===== src/rtl/sound_decim.sv =====
// Stereo audio decimator: box-filter average over each output sample period,
// serial restoring divide, volume shift, and a small output FIFO.
module sound_decim #(
  parameter int OUT_RATE   = 48000,
  parameter int FIFO_DEPTH = 4
) (
  input  logic               clk,
  input  logic               rst,
  input  logic [27:0]        clock_rate,
  input  logic signed [15:0] in_l,
  input  logic signed [15:0] in_r,
  input  logic [3:0]         volume,
  output logic               out_valid,
  input  logic               out_ready,
  output logic signed [15:0] out_l,
  output logic signed [15:0] out_r,
  output logic               overflow
);
  localparam int AW = 33;
  localparam int PW = (FIFO_DEPTH > 1) ? $clog2(FIFO_DEPTH) : 1;
  localparam int CW = $clog2(FIFO_DEPTH + 1);

  typedef enum logic [1:0] {S_IDLE, S_DIV, S_PUSH} state_t;

  typedef struct packed {
    logic signed [15:0] l;
    logic signed [15:0] r;
  } sample_t;

  logic [27:0]        clk_rate_q, clk_rate_d;
  logic [AW-1:0]      acc_q, acc_d, acc_sum;
  logic               tick, capture, wr, push, pop, full;
  logic signed [31:0] sum_l_q, sum_l_d, sum_r_q, sum_r_d;
  logic [15:0]        cnt_q, cnt_d;
  state_t             state_q, state_d;
  logic [4:0]         step_q, step_d;
  logic [31:0]        dvd_l_q, dvd_l_d, dvd_r_q, dvd_r_d;
  logic [16:0]        rem_l_q, rem_l_d, rem_r_q, rem_r_d;
  logic [15:0]        dsr_q, dsr_d;
  logic               neg_l_q, neg_l_d, neg_r_q, neg_r_d;
  logic [PW-1:0]      wr_ptr_q, wr_ptr_d, rd_ptr_q, rd_ptr_d;
  logic [CW-1:0]      fill_q, fill_d;
  logic               ovf_q, ovf_d;
  sample_t            res;
  sample_t            mem [FIFO_DEPTH];

  function automatic logic [31:0] magnitude(input logic signed [31:0] v);
    return v[31] ? (~v + 32'd1) : v;
  endfunction

  // One restoring step: returns {remainder, dividend shifted with quotient bit}.
  function automatic logic [48:0] div_step(input logic [16:0] rem,
                                           input logic [31:0] dvd,
                                           input logic [15:0] dsr);
    logic [16:0] r;
    r = {rem[15:0], dvd[31]};
    if (r >= {1'b0, dsr}) return {r - {1'b0, dsr}, dvd[30:0], 1'b1};
    return {r, dvd[30:0], 1'b0};
  endfunction

  function automatic logic signed [15:0] div_result(input logic [31:0] q,
                                                    input logic        neg,
                                                    input logic        zero,
                                                    input logic [3:0]  vol);
    logic signed [15:0] s;
    if (zero)                s = '0;
    else if (neg)            s = (q > 32'd32768) ? 16'sh8000 : 16'(~q + 32'd1);
    else                     s = (q > 32'd32767) ? 16'sh7FFF : 16'(q);
    if (vol == 4'd15) return '0;
    return s >>> vol;
  endfunction

  function automatic logic [PW-1:0] ptr_inc(input logic [PW-1:0] p);
    return (p == PW'(FIFO_DEPTH - 1)) ? '0 : p + 1'b1;
  endfunction

  always_comb begin
    acc_sum = acc_q + AW'(OUT_RATE);
    acc_d   = acc_q;
    tick    = 1'b0;
    if (clk_rate_q != '0) begin
      if (acc_sum >= AW'(clk_rate_q)) begin
        acc_d = acc_sum - AW'(clk_rate_q);
        tick  = 1'b1;
      end else begin
        acc_d = acc_sum;
      end
    end
  end

  always_comb begin
    clk_rate_d = clock_rate;
    sum_l_d    = sum_l_q;
    sum_r_d    = sum_r_q;
    cnt_d      = cnt_q;
    state_d    = state_q;
    step_d     = step_q;
    dvd_l_d    = dvd_l_q;
    dvd_r_d    = dvd_r_q;
    rem_l_d    = rem_l_q;
    rem_r_d    = rem_r_q;
    dsr_d      = dsr_q;
    neg_l_d    = neg_l_q;
    neg_r_d    = neg_r_q;
    wr         = 1'b0;
    capture    = tick && (state_q == S_IDLE);

    if (capture) begin
      sum_l_d = 32'(in_l);
      sum_r_d = 32'(in_r);
      cnt_d   = 16'd1;
    end else if (cnt_q != 16'hFFFF) begin
      sum_l_d = sum_l_q + 32'(in_l);
      sum_r_d = sum_r_q + 32'(in_r);
      cnt_d   = cnt_q + 16'd1;
    end

    case (state_q)
      S_IDLE: if (capture) begin
        state_d = S_DIV;
        step_d  = '0;
        dvd_l_d = magnitude(sum_l_q);
        dvd_r_d = magnitude(sum_r_q);
        neg_l_d = sum_l_q[31];
        neg_r_d = sum_r_q[31];
        rem_l_d = '0;
        rem_r_d = '0;
        dsr_d   = cnt_q;
      end
      S_DIV: begin
        {rem_l_d, dvd_l_d} = div_step(rem_l_q, dvd_l_q, dsr_q);
        {rem_r_d, dvd_r_d} = div_step(rem_r_q, dvd_r_q, dsr_q);
        step_d = step_q + 5'd1;
        if (step_q == 5'd31) state_d = S_PUSH;
      end
      S_PUSH: begin
        wr      = 1'b1;
        state_d = S_IDLE;
      end
      default: state_d = S_IDLE;
    endcase
  end

  always_comb begin
    res.l = div_result(dvd_l_q, neg_l_q, dsr_q == '0, volume);
    res.r = div_result(dvd_r_q, neg_r_q, dsr_q == '0, volume);
    full  = (fill_q == CW'(FIFO_DEPTH));
    pop   = out_valid && out_ready;
    push  = wr && (!full || pop);
    wr_ptr_d = push ? ptr_inc(wr_ptr_q) : wr_ptr_q;
    rd_ptr_d = pop  ? ptr_inc(rd_ptr_q) : rd_ptr_q;
    fill_d   = fill_q;
    if (push && !pop)      fill_d = fill_q + 1'b1;
    else if (pop && !push) fill_d = fill_q - 1'b1;
    ovf_d = ovf_q || (tick && state_q != S_IDLE) || (wr && full && !pop);
  end

  assign out_valid = (fill_q != '0);
  assign out_l     = out_valid ? mem[rd_ptr_q].l : '0;
  assign out_r     = out_valid ? mem[rd_ptr_q].r : '0;
  assign overflow  = ovf_q;

  // NOTE: FIFO storage has no reset; empty-state outputs are masked by out_valid instead.
  always_ff @(posedge clk) begin
    if (push) mem[wr_ptr_q] <= res;
  end

  // NOTE: all state updates are non-blocking so every flop samples pre-edge values.
  always_ff @(posedge clk or posedge rst) begin
    if (rst) begin
      clk_rate_q <= '0;
      acc_q      <= '0;
      sum_l_q    <= '0;
      sum_r_q    <= '0;
      cnt_q      <= '0;
      state_q    <= S_IDLE;
      step_q     <= '0;
      dvd_l_q    <= '0;
      dvd_r_q    <= '0;
      rem_l_q    <= '0;
      rem_r_q    <= '0;
      dsr_q      <= '0;
      neg_l_q    <= 1'b0;
      neg_r_q    <= 1'b0;
      wr_ptr_q   <= '0;
      rd_ptr_q   <= '0;
      fill_q     <= '0;
      ovf_q      <= 1'b0;
    end else begin
      clk_rate_q <= clk_rate_d;
      acc_q      <= acc_d;
      sum_l_q    <= sum_l_d;
      sum_r_q    <= sum_r_d;
      cnt_q      <= cnt_d;
      state_q    <= state_d;
      step_q     <= step_d;
      dvd_l_q    <= dvd_l_d;
      dvd_r_q    <= dvd_r_d;
      rem_l_q    <= rem_l_d;
      rem_r_q    <= rem_r_d;
      dsr_q      <= dsr_d;
      neg_l_q    <= neg_l_d;
      neg_r_q    <= neg_r_d;
      wr_ptr_q   <= wr_ptr_d;
      rd_ptr_q   <= rd_ptr_d;
      fill_q     <= fill_d;
      ovf_q      <= ovf_d;
    end
  end

endmodule


===== config.mk =====
export PLATFORM = sky130hd
export DESIGN_NAME = sound_decim
export DESIGN_NICKNAME = d
export VERILOG_FILES = /design/src/rtl/sound_decim.sv
export SDC_FILE = /design/constraint.sdc
export NUM_CORES = 1
export LEC_CHECK = 0
export CAP_MARGIN = 5
export CELL_PAD_IN_SITES_DETAIL_PLACEMENT = 1
export CELL_PAD_IN_SITES_GLOBAL_PLACEMENT = 2
export CORE_UTILIZATION = 38
export CTS_BUF_LIST = sky130_fd_sc_hd__clkbuf_16
export DETAILED_ROUTE_END_ITERATION = 16
export DONT_BUFFER_PORTS = 1
export PLACE_DENSITY = 0.72
export SYNTH_ARGS = -nofsm -noshare
export SYNTH_HDL_FRONTEND = slang
export SYNTH_SLANG_ARGS = --single-unit
export TNS_END_PERCENT = 5

===== constraint.sdc =====
create_clock -name clk -period 21.2 [get_ports clk]
set_clock_uncertainty 0.2 [all_clocks]
set_input_delay 3.18 -clock clk [delete_from_list [all_inputs] [get_ports clk]]
set_output_delay 3.18 -clock clk [all_outputs]
set_load 0.02 [all_outputs]

==> reports/summary.log, run 1 <==
INFO  logic_synthesis postSynth.asyncResetShare=67.8%
INFO  cells_and_area regArea=10600um^2
INFO  logic_synthesis syn_inst=2872
INFO  routing        drt_first_iter_violations=1211
INFO  clock_network  clock_tree_from_tritoncts=yes
INFO  timing         setup_violations=0
INFO  pwr            p_leak=11.5nW
INFO  logic_synthesis post-synth-top-area-fraction=25.5%
INFO  routing        vias=21500
INFO  grt            antenna_found_initial=0
INFO  min_path       holdPathStages=1
INFO  pwr            worst_ir_drop_vdd=0.0921mV
INFO  grt            grt_first_pass_wirelength=123000um
INFO  clock_network  cts.htree.levels=2
INFO  run_status     run_status=finished, final reports clean
INFO  critical_path  critical_path.reg2reg.startpoint=acc_q[7]
INFO  critical_path  cp_top_family=compound AO/OA/AOI/OAI gates
INFO  critical_path  timing.critical_path.buf_inv=4
INFO  logic_synthesis synth.cell_area=26500um^2
INFO  critical_path  timing.critical_path.depth=21
INFO  die            die_y=266um
INFO  pwr            netSwitchingPower=2.30mW
INFO  timing         max_freq=144MHz
INFO  min_path       worstHoldStart=fill_q[2]
INFO  cells_and_area ant_diodes=0
INFO  routing        count_of_tritonroute_iterations_in_the_first_routing_pass=5
INFO  clock_network  tritoncts.num_buffers=48
INFO  clock_network  clkTransAtPathRegs=60ps
INFO  logic_synthesis post_synth_most_frequent_cells=282 x sky130_fd_sc_hd__nand2_1, 270 x sky130_fd_sc_hd__dfrtp_1, 248 x sky130_fd_sc_hd__o21ai_0
INFO  pwr            power.switching_fraction=46.0%
INFO  timing         post-route-min-period=6950ps
INFO  logic_synthesis avgSynthCellArea=9.22um^2
INFO  logic_synthesis ys_seq_elements=398
INFO  timing         timing_hold_violations_final=0
INFO  die            initial_core_util=38.5%
INFO  routing        routed_wire_length_per_instance=20.0um
INFO  clock_network  insertion_delay=590ps
INFO  routing        drt-vias-per-instance=5.72
INFO  timing         finalWorstSetupSlack=14250ps
INFO  pwr            internal_power=2.70mW
INFO  cells_and_area area_taken_by_multi_input_logic_gates=14900um^2
INFO  pwr            p_seq_share=28.7%
INFO  logic_synthesis seq_area_frac_synth=40.0%
INFO  timing         worst_slew_margin_relative_to_its_limit=15.9%
INFO  cells_and_area fillCellCount=7922
INFO  placement      finalWeightedCongestion=0.853
INFO  critical_path  crit_fanout=80
INFO  die            fp.dieArea=70700um^2
INFO  die            site_row_count=96
INFO  pwr            power_per_cell_area=174nW/um^2
INFO  clock_network  clk_root_buffer_cell=sky130_fd_sc_hd__clkbuf_16
INFO  logic_synthesis ys_warn_count=0
INFO  logic_synthesis synthDistinctLibCells=88
INFO  timing         worst_pin_slew=1250ps
INFO  timing         grt_setup_unrepaired=no
INFO  clock_network  clockBufferDepth=3
INFO  min_path       worst_hold_endpoint=fill_q[2]
INFO  critical_path  worstRegToRegCells=21
INFO  critical_path  critPathRequiredTime=21480ps
INFO  placement      place_worst_setup_slack=14200ps
INFO  cells_and_area final_layout_size_suffix_gt1_share=6.61%
INFO  timing         final.period_utilization=32.8%
INFO  critical_path  cpPeakStageDelay=770ps
INFO  logic_synthesis synth_top_flop_cell=sky130_fd_sc_hd__dfrtp_1
INFO  critical_path  slowest_stage=sky130_fd_sc_hd__buf_4
INFO  critical_path  critical_path_cell_sequence=inv_1 > ha_1 > nand2b_1 > nand2_1 > a21boi_0 > o21ai_0 > xnor2_1 > ha_1 > nand2_1 > nor2_1 > o311ai_0 > nand2_1 > a31oi_1 > o311a_2 > nand3b_1 > buf_4 > buf_4 > buf_4 > nor2_1 > o21bai_1 > o32ai_1
INFO  critical_path  worst_setup_slack_for_register_to_register_paths=14250ps
INFO  cells_and_area number_of_nets_at_the_end_of_the_flow=3000
INFO  grt            grt_pass1_vias=22300
INFO  routing        drtAntennaViolNets=0
INFO  pwr            comb_power_share=55.7%
INFO  timing         fin_tns_setup=0ps
INFO  critical_path  critical_path.startpoint_type=flip-flop
INFO  timing         drv_slew=0
INFO  logic_synthesis yosysMostFrequentCell=sky130_fd_sc_hd__nand2_1
INFO  logic_synthesis yosys.area.top_type=sky130_fd_sc_hd__dfrtp_1
INFO  critical_path  crit_type=flip-flop to flip-flop
INFO  die            pin_count=101
INFO  logic_synthesis synth.net_count=3081
INFO  clock_network  cts_resized=0
INFO  cells_and_area area_growth_syn_to_layout=8.38%
INFO  routing        finalWirelength=75100um
INFO  die            core_area=68800um^2
INFO  pwr            design_power_total=5.00mW
INFO  critical_path  cp_data_arrival_time=7230ps
INFO  grt            grt_overflow=0
INFO  clock_network  cts_sink_cnt=398
INFO  job            timing.max_cap.violations=0
INFO  logic_synthesis synth_edf_count=128
INFO  clock_network  post_cts_hold_buffer_count=0
INFO  critical_path  end_kind=flip-flop
INFO  routing        drc_violations_left=0
INFO  placement      dp.final_hpwl=53400um
INFO  grt            grt_start_max_net_pins=115
INFO  min_path       hp-class=flip-flop to flip-flop
INFO  placement      port_buffers=0
INFO  logic_synthesis netlist_top_cells_area=sky130_fd_sc_hd__dfrtp_1 26%, sky130_fd_sc_hd__edfxtp_1 15%, sky130_fd_sc_hd__ha_1 6.4%
INFO  pwr            portion_of_total_power_attributed_to_the_clock_network=15.6%
INFO  clock_network  cts_setup_buffers=0
INFO  grt            grtUsageTotal=21.3%
INFO  critical_path  endpoint_of_the_worst_slack_reg_to_reg_timing_path=sum_r_q[31]
INFO  die            fp.dieW=266um
## kinds of logic (layout without fill, tap and decap cells)
| kind of cell | after synthesis | count (layout) | synth area share (%) |
|---|---|---|---|
| DFF | 398 | 398 | 40.0 |
| adders and majority gates | 142 | 142 | 6.88 |
| buffers and inverters | 256 | 215 | 3.86 |
| AOI/OAI and AO/OA | 858 | 858 | 20.6 |
| muxes | 88 | 88 | 5.02 |
| xor gates and xnor gates | 195 | 195 | 6.45 |
| and+or+nand+nor | 935 | 935 | 17.1 |
## placed cells by master, fill, tap and decap left out, types with 25 or more instances in the layout
cell type / instances
sky130_fd_sc_hd__nand2_1: 282
sky130_fd_sc_hd__dfrtp_1: 268
sky130_fd_sc_hd__o21ai_0: 248
sky130_fd_sc_hd__a21oi_1: 224
sky130_fd_sc_hd__nor2_1: 221
sky130_fd_sc_hd__ha_1: 136
sky130_fd_sc_hd__edfxtp_1: 128
sky130_fd_sc_hd__xor2_1: 115
sky130_fd_sc_hd__inv_1: 106
sky130_fd_sc_hd__nand3_1: 88
sky130_fd_sc_hd__xnor2_1: 80
sky130_fd_sc_hd__nor3_1: 64
sky130_fd_sc_hd__and2_1: 53
sky130_fd_sc_hd__a21o_1: 49
sky130_fd_sc_hd__clkbuf_16: 49
sky130_fd_sc_hd__a221o_1: 48
sky130_fd_sc_hd__mux2i_1: 44
sky130_fd_sc_hd__a31oi_1: 38
sky130_fd_sc_hd__o31ai_1: 37
sky130_fd_sc_hd__nor4_1: 35
sky130_fd_sc_hd__mux4_2: 35
sky130_fd_sc_hd__nand2b_1: 27
sky130_fd_sc_hd__or3_1: 25
## flip-flops by register name, indices dropped and copies added (netlist names), 2 cells and up
| signal | cells |
|---|---|
| rd_ptr_q | 2 |
| state_q | 2 |
| rem_r_q | 16 |
| mem | 128 |
| dvd_r_q | 32 |
| step_q | 5 |
| wr_ptr_q | 2 |
| cnt_q | 16 |
| sum_l_q | 32 |
| dvd_l_q | 32 |
| rem_l_q | 16 |
| clk_rate_q | 28 |
| sum_r_q | 32 |
| fill_q | 3 |
| acc_q | 33 |
| dsr_q | 16 |
## layer usage
| metal | GRT usage [%] | wire length [um] |
|---|---|---|
| met2 | 34.7 | 34600 |
| met5 | 0 | 0 |
| met4 | 5.31 | 1650 |
| met1 | 29.6 | 36200 |
| met3 | 3.22 | 2700 |
## metrics by stage
| stage | cell area, um^2 | hold WS [ps] | std cells | util [%] |
|---|---|---|---|---|
| 6_report | 28700 | 286 | 3762 | 41.7 |
| 4_1_cts | 28700 | 288 | 3762 | 41.7 |
| 3_3_place_gp | 27200 | 267 | 3672 | 39.6 |
| 2_1_floorplan | 26500 | 249 | 2872 | - |
| 5_1_grt | 28700 | 298 | 3762 | 41.7 |
| 3_5_place_dp | 27200 | 280 | 3672 | 39.6 |
## worst max path at each step
| stage | from | endpoint |
|---|---|---|
| after floorplan | rst | acc_q[0] |
| after detailed placement | acc_q[7] | sum_r_q[31] |
| after CTS | acc_q[7] | sum_r_q[31] |
| final | acc_q[7] | sum_r_q[31] |
| after global routing | acc_q[7] | sum_r_q[31] |
| after global placement | acc_q[7] | sum_r_q[31] |
## power by group through the flow
stage	combinational [mW]	clock, mW	sequential, mW
final	2.78	0.782	1.43
after CTS	2.81	0.808	1.43
after global placement	2.72	0	1.43
after global routing	3.15	0.834	1.48
after detailed placement	2.80	0	1.45
after floorplan	2.27	0	1.27
## final cells by class
class	count	area share, %
Multi-Input combinational cell	2218	51.9
Clock buffer	49	4.27
Sequential cell	398	36.9
Inverter	102	1.36
Clock inverter	41	0.863
Tap cell	931	4.06
Timing Repair Buffer	23	0.602
Note: power is estimated with default switching activity, not from simulation.
==> inputs of run 2 (changes only) <==
--- a/config.mk
+++ b/config.mk
@@ -12,7 +12,7 @@
 export CTS_BUF_LIST = sky130_fd_sc_hd__clkbuf_16
 export DETAILED_ROUTE_END_ITERATION = 16
 export DONT_BUFFER_PORTS = 1
-export PLACE_DENSITY = 0.72
+export PLACE_DENSITY = 0.75
 export SYNTH_ARGS = -nofsm -noshare
 export SYNTH_HDL_FRONTEND = slang
 export SYNTH_SLANG_ARGS = --single-unit
==> constraint.sdc (replaced) <==
create_clock -name clk -period 5.9 [get_ports clk]
set_clock_uncertainty 0.2 [all_clocks]
set_input_delay 0.885 -clock clk [delete_from_list [all_inputs] [get_ports clk]]
set_output_delay 0.885 -clock clk [all_outputs]
set_load 0.02 [all_outputs]
==> run 2 against run 1 <==
Effect of this change:
- final cell count grew 0.11%
- hold slack got worse by 260 ps
- via count is 0.35% higher
- clock power rose to 3.8 times the previous value
- design area rose by 0.67%
- clock-buffer cell count unchanged
- global-route usage is 0.062 points lower
- non-clock buffer count up 4
- combinational power increased to 3.6 times the previous value
- wire length increased by 0.30%
- first-iteration DRC count up 13%
==> reports/summary.log, run 2 (synthesis results as in run 1) <==
INFO  critical_path  slowest_stage=sky130_fd_sc_hd__or4_1
INFO  grt            antenna_found_initial=0
INFO  routing        vias=21600
INFO  die            site_row_count=96
INFO  critical_path  crit_type=flip-flop to flip-flop
INFO  timing         fin_tns_setup=0ps
INFO  job            timing.max_cap.violations=0
INFO  timing         drv_slew=0
INFO  pwr            power_per_cell_area=632nW/um^2
INFO  timing         max_freq=182MHz
INFO  grt            grt_start_max_net_pins=106
INFO  clock_network  clock_tree_from_tritoncts=yes
INFO  placement      dp.final_hpwl=53800um
INFO  placement      port_buffers=0
INFO  cells_and_area largest_register_ffs=128
INFO  clock_network  clkTransAtPathRegs=60ps
INFO  timing         hold-worst-slack=23.4ps
INFO  routing        drt-vias-per-instance=5.74
INFO  clock_network  cts.htree.levels=2
INFO  grt            grtUsageTotal=21.3%
INFO  run_status     run_status=finished, final reports clean
INFO  timing         worst_slew_margin_relative_to_its_limit=19.9%
INFO  die            initial_core_util=38.5%
INFO  cells_and_area mostFrequentLayoutCells=282 x sky130_fd_sc_hd__nand2_1, 268 x sky130_fd_sc_hd__dfrtp_1, 248 x sky130_fd_sc_hd__o21ai_0
INFO  cells_and_area final_common_cell=sky130_fd_sc_hd__nand2_1
INFO  die            core_area=68800um^2
INFO  min_path       hp-class=input pin to asynchronous set/reset pin
INFO  die            fp.dieArea=70700um^2
INFO  timing         finalWorstSetupSlack=410ps
INFO  die            die_y=266um
INFO  routing        drt_first_iter_violations=1366
INFO  grt            grt_overflow=0
INFO  grt            grt_pass1_vias=22200
INFO  grt            grt_first_pass_wirelength=123000um
INFO  clock_network  clk_root_buffer_cell=sky130_fd_sc_hd__clkbuf_16
INFO  critical_path  crit_fanout=45
INFO  cells_and_area largest-register=mem
INFO  placement      place_worst_setup_slack=211ps
INFO  critical_path  cpPeakStageDelay=590ps
INFO  clock_network  cts_sink_cnt=398
INFO  cells_and_area final_layout_size_suffix_gt1_share=6.88%
INFO  critical_path  critical_path_cell_sequence=or4_1 > nor2_1 > or3_1 > nor2_1 > nand3_1 > nor2_1 > xor2_1 > ha_1 > and3_1 > nand2_1 > nor3_1 > a31o_2 > a211oi_2 > o311a_2 > nand3b_1 > buf_12 > buf_12 > nand4_1 > mux2i_1 > nor4b_2
INFO  critical_path  end_kind=flip-flop
INFO  clock_network  tritoncts.num_buffers=48
INFO  timing         setup_violations=0
INFO  clock_network  cts_resized=0
INFO  critical_path  worst_setup_slack_for_register_to_register_paths=410ps
INFO  critical_path  critical_path.startpoint_type=flip-flop
INFO  timing         post-route-min-period=5490ps
INFO  critical_path  cp_data_arrival_time=5740ps
INFO  die            pin_count=101
INFO  critical_path  critPathRequiredTime=6150ps
INFO  timing         grt_setup_unrepaired=no
INFO  cells_and_area top_regs=mem x128, acc_q x33
INFO  placement      finalWeightedCongestion=0.837
INFO  clock_network  insertion_delay=580ps
INFO  timing         final.period_utilization=93.1%
INFO  routing        drc_violations_left=0
INFO  timing         timing_hold_violations_final=0
INFO  die            fp.dieW=266um
INFO  routing        finalWirelength=75400um
INFO  routing        routed_wire_length_per_instance=20.0um
INFO  critical_path  crit_top_cell=sky130_fd_sc_hd__nor2_1
INFO  clock_network  post_cts_hold_buffer_count=0
INFO  timing         worst_pin_slew=1190ps
INFO  clock_network  clockBufferDepth=3
INFO  cells_and_area area_growth_syn_to_layout=9.10%
INFO  pwr            worst_ir_drop_vdd=0.232mV
INFO  cells_and_area utilization=42.0%
INFO  pwr            p_leak=11.5nW
INFO  cells_and_area number_of_nets_at_the_end_of_the_flow=3005
INFO  routing        drtAntennaViolNets=0
INFO  pwr            design_power_total=18.3mW
INFO  clock_network  cts_setup_buffers=0
INFO  routing        count_of_tritonroute_iterations_in_the_first_routing_pass=4
-- run 2: cell type report --
cell class              count  area (um^2)
multi-input cells        2219        14900
fillers                  7876        39900
clock inverters            39          334
repair buffers             27          265
well taps                 931         1160
inverters                 102          387
diodes                      1         2.50
clock buffers              49         1230
flip-flops and latches    398        10600
-- run 2: critical path, delay by kind of cell (launching register included) --
kind,cells,cell delay [ps]
simple gates,12,2570
compound gates,3,750
buf+inv,2,560
flops,1,440
fa+ha+maj,1,380
mux,1,230
xor+xnor,1,160
-- run 2: through the flow --
step	instances	area, um^2
detailed placement	3675	27300
finish	3766	28900
floorplan	2872	26500
global placement	3675	27300
CTS	3763	28900
global route	3765	28900
-- run 2: worst paths after layout --
path,startpoint,cells after the start,to
setup / recovery,acc_q[11],20,sum_l_q[31]
hold / removal,rst,1,rem_l_q[6]
setup reg to reg,acc_q[11],20,sum_l_q[31]
hold reg to reg,acc_q[5],2,acc_q[5]
max in group asynchronous,rst,2,sum_l_q[3]
min in group clk,clock_rate[16],0,clk_rate_q[16]
-- run 2: layer usage --
metal	up-vias	GRT usage, %	routed length (um)
li1	10500	-	-
met1	10800	30.6	37500
met2	262	33.6	33900
met3	95	3.03	2490
met5	-	0	0
met4	0	4.95	1480
-- run 2: power breakdown --
group          switching, mW  internal (mW)  leakage (nW)
registers               1.33           3.86          4.35
clock network           1.24           1.73         0.778
logic                   5.81           4.29          6.39
==> inputs of run 3 (changes only) <==
--- a/config.mk
+++ b/config.mk
@@ -6,13 +6,13 @@
 export NUM_CORES = 1
 export LEC_CHECK = 0
 export CAP_MARGIN = 5
-export CELL_PAD_IN_SITES_DETAIL_PLACEMENT = 1
-export CELL_PAD_IN_SITES_GLOBAL_PLACEMENT = 2
+export CELL_PAD_IN_SITES_DETAIL_PLACEMENT = 0
+export CELL_PAD_IN_SITES_GLOBAL_PLACEMENT = 1
 export CORE_UTILIZATION = 38
 export CTS_BUF_LIST = sky130_fd_sc_hd__clkbuf_16
 export DETAILED_ROUTE_END_ITERATION = 16
 export DONT_BUFFER_PORTS = 1
-export PLACE_DENSITY = 0.75
+export PLACE_DENSITY = 0.63
 export SYNTH_ARGS = -nofsm -noshare
 export SYNTH_HDL_FRONTEND = slang
 export SYNTH_SLANG_ARGS = --single-unit
==> run 3 against run 2 <==
Effect of this change:
- sequential share of layout area decreased by 0.11 points
- clock-buffer cell count unchanged
- wire length decreased by 7.7%
- clock power increased by 3%
- hold slack improved by 87 ps
- critical path depth increased by 1
- combinational power about the same
- via count decreased by 1.9%
- largest power group unchanged
- die area unchanged
- design area increased by 0.29%
- final cell count about the same
- non-clock buffer count increased by 3
==> reports/summary.log, run 3 (synthesis results as in run 1) <==
INFO  cells_and_area number_of_nets_at_the_end_of_the_flow=3008
INFO  pwr            p_leak=11.6nW
INFO  routing        count_of_tritonroute_iterations_in_the_first_routing_pass=6
INFO  die            site_row_count=96
INFO  routing        drtAntennaViolNets=0
INFO  timing         post-route-min-period=5270ps
INFO  routing        drt-vias-per-instance=5.63
INFO  routing        routed_wire_length_per_instance=18.5um
INFO  clock_network  clkTransAtPathRegs=60ps
INFO  clock_network  post_cts_hold_buffer_count=0
INFO  clock_network  tritoncts.num_buffers=49
INFO  routing        finalWirelength=69600um
INFO  pwr            worst_ir_drop_vdd=0.251mV
INFO  timing         timing_hold_violations_final=0
INFO  die            core_area=68800um^2
INFO  routing        drc_violations_left=0
INFO  die            pin_count=101
INFO  placement      place_worst_setup_slack=363ps
INFO  critical_path  end_kind=flip-flop
INFO  cells_and_area mostFrequentLayoutCells=282 x sky130_fd_sc_hd__nand2_1, 268 x sky130_fd_sc_hd__dfrtp_1, 248 x sky130_fd_sc_hd__o21ai_0
INFO  placement      port_buffers=0
INFO  cells_and_area top_regs=mem x128, acc_q x33
INFO  critical_path  critical_path_cell_sequence=or4_1 > nor2_1 > buf_4 > or3_1 > nor2_1 > nand3_1 > nor2_1 > xor2_1 > ha_1 > and3_1 > nand2_1 > nor3_1 > a31o_2 > a211oi_2 > o311a_2 > nand3b_1 > buf_12 > buf_12 > nand3_1 > mux2i_1 > o32ai_1
INFO  timing         worst_slew_margin_relative_to_its_limit=21.5%
INFO  cells_and_area area_growth_syn_to_layout=9.42%
INFO  grt            antenna_found_initial=0
INFO  cells_and_area largest_register_ffs=128
INFO  grt            grtUsageTotal=19.6%
INFO  critical_path  cpPeakStageDelay=480ps
INFO  placement      dp.final_hpwl=49100um
INFO  clock_network  clock_tree_from_tritoncts=yes
INFO  grt            grt_first_pass_wirelength=113000um
INFO  timing         setup_violations=0
INFO  critical_path  slowest_stage=sky130_fd_sc_hd__dfrtp_1
INFO  critical_path  cp_data_arrival_time=5520ps
INFO  clock_network  cts_setup_buffers=0
INFO  timing         fin_tns_setup=0ps
INFO  grt            grt_pass1_vias=20400
INFO  clock_network  clk_root_buffer_cell=sky130_fd_sc_hd__clkbuf_16
INFO  grt            grt_overflow=0
INFO  clock_network  cts_resized=0
INFO  critical_path  timing.critical_path.buf_inv=3
INFO  critical_path  crit_type=flip-flop to flip-flop
INFO  cells_and_area final_layout_size_suffix_gt1_share=7.05%
INFO  critical_path  crit_top_cell=sky130_fd_sc_hd__nor2_1
INFO  critical_path  critPathRequiredTime=6150ps
INFO  clock_network  cts_sink_cnt=398
INFO  die            fp.dieArea=70700um^2
INFO  grt            grt_start_max_net_pins=108
INFO  cells_and_area post_layout_nonfiller_instances=3767
INFO  timing         final.period_utilization=89.3%
INFO  cells_and_area final_common_cell=sky130_fd_sc_hd__nand2_1
INFO  timing         grt_setup_unrepaired=no
INFO  timing         hold-worst-slack=111ps
INFO  min_path       hp-class=input pin to flip-flop
INFO  clock_network  cts.htree.levels=2
INFO  critical_path  crit_fanout=76
INFO  critical_path  cp_top_family=simple AND/OR/NAND/NOR gates
INFO  timing         max_freq=190MHz
INFO  timing         finalWorstSetupSlack=631ps
INFO  cells_and_area ant_diodes=0
INFO  die            initial_core_util=38.5%
INFO  timing         worst_pin_slew=1170ps
INFO  placement      placedCellCount=3679
INFO  clock_network  insertion_delay=610ps
INFO  cells_and_area largest-register=mem
INFO  routing        vias=21200
INFO  critical_path  critical_path.startpoint_type=flip-flop
INFO  timing         drv_slew=0
INFO  placement      finalWeightedCongestion=0.851
INFO  routing        drt_first_iter_violations=1439
INFO  die            fp.dieW=266um
INFO  pwr            power_per_cell_area=623nW/um^2
INFO  job            timing.max_cap.violations=0
INFO  run_status     run_status=finished, final reports clean
INFO  clock_network  clockBufferDepth=3
INFO  die            die_y=266um
==> run 3: worst paths after layout <==
kind | startpoint | endpoint | slack, ps | depth (start not counted)
setup / recovery | acc_q[15] | sum_r_q[31] | 630 | 21
hold / removal | clock_rate[3] | clk_rate_q[3] | 110 | 0
setup reg to reg | acc_q[15] | sum_r_q[31] | 630 | 21
hold reg to reg | fill_q[2] | fill_q[2] | 280 | 1
max in group asynchronous | rst | sum_l_q[13] | 3920 | 2
min in group asynchronous | rst | clk_rate_q[2] | 190 | 1
==> run 3: through the flow <==
step | total power, mW | cell area, um^2 | utilization (%)
after floorplan | 12.7 | 26500 | -
after CTS | 18.2 | 29000 | 42.1
after global routing | 19.7 | 29000 | 42.1
final | 18.1 | 29000 | 42.1
after detailed placement | 15.0 | 27300 | 39.7
after global placement | 14.9 | 27300 | 39.7
==> run 3: final cells by class <==
cell class / instances / area (um^2)
clock inverters: 39 / 409
multi-input cells: 2218 / 14900
repair buffers: 30 / 288
well taps: 931 / 1160
clock buffers: 49 / 1230
flip-flops and latches: 398 / 10600
inverters: 102 / 387
fillers: 6706 / 39900
==> run 3: metal layers <==
| layer | part of all wire, % | GRT usage, % | vias up |
|---|---|---|---|
| li1 | - | - | 10500 |
| met1 | 50 | 28.3 | 10300 |
| met2 | 45 | 31.2 | 332 |
| met3 | 3.8 | 2.99 | 69 |
| met4 | 1.3 | 3.91 | 0 |
| met5 | 0 | 0 | - |
==> run 3: report_power, final <==
group / switching [mW] / total (mW) / internal (mW) / leakage [nW]
Clock: 1.26 / 3.05 / 1.79 / 0.811
Sequential: 1.25 / 5.12 / 3.87 / 4.35
Combinational: 5.61 / 9.89 / 4.28 / 6.40
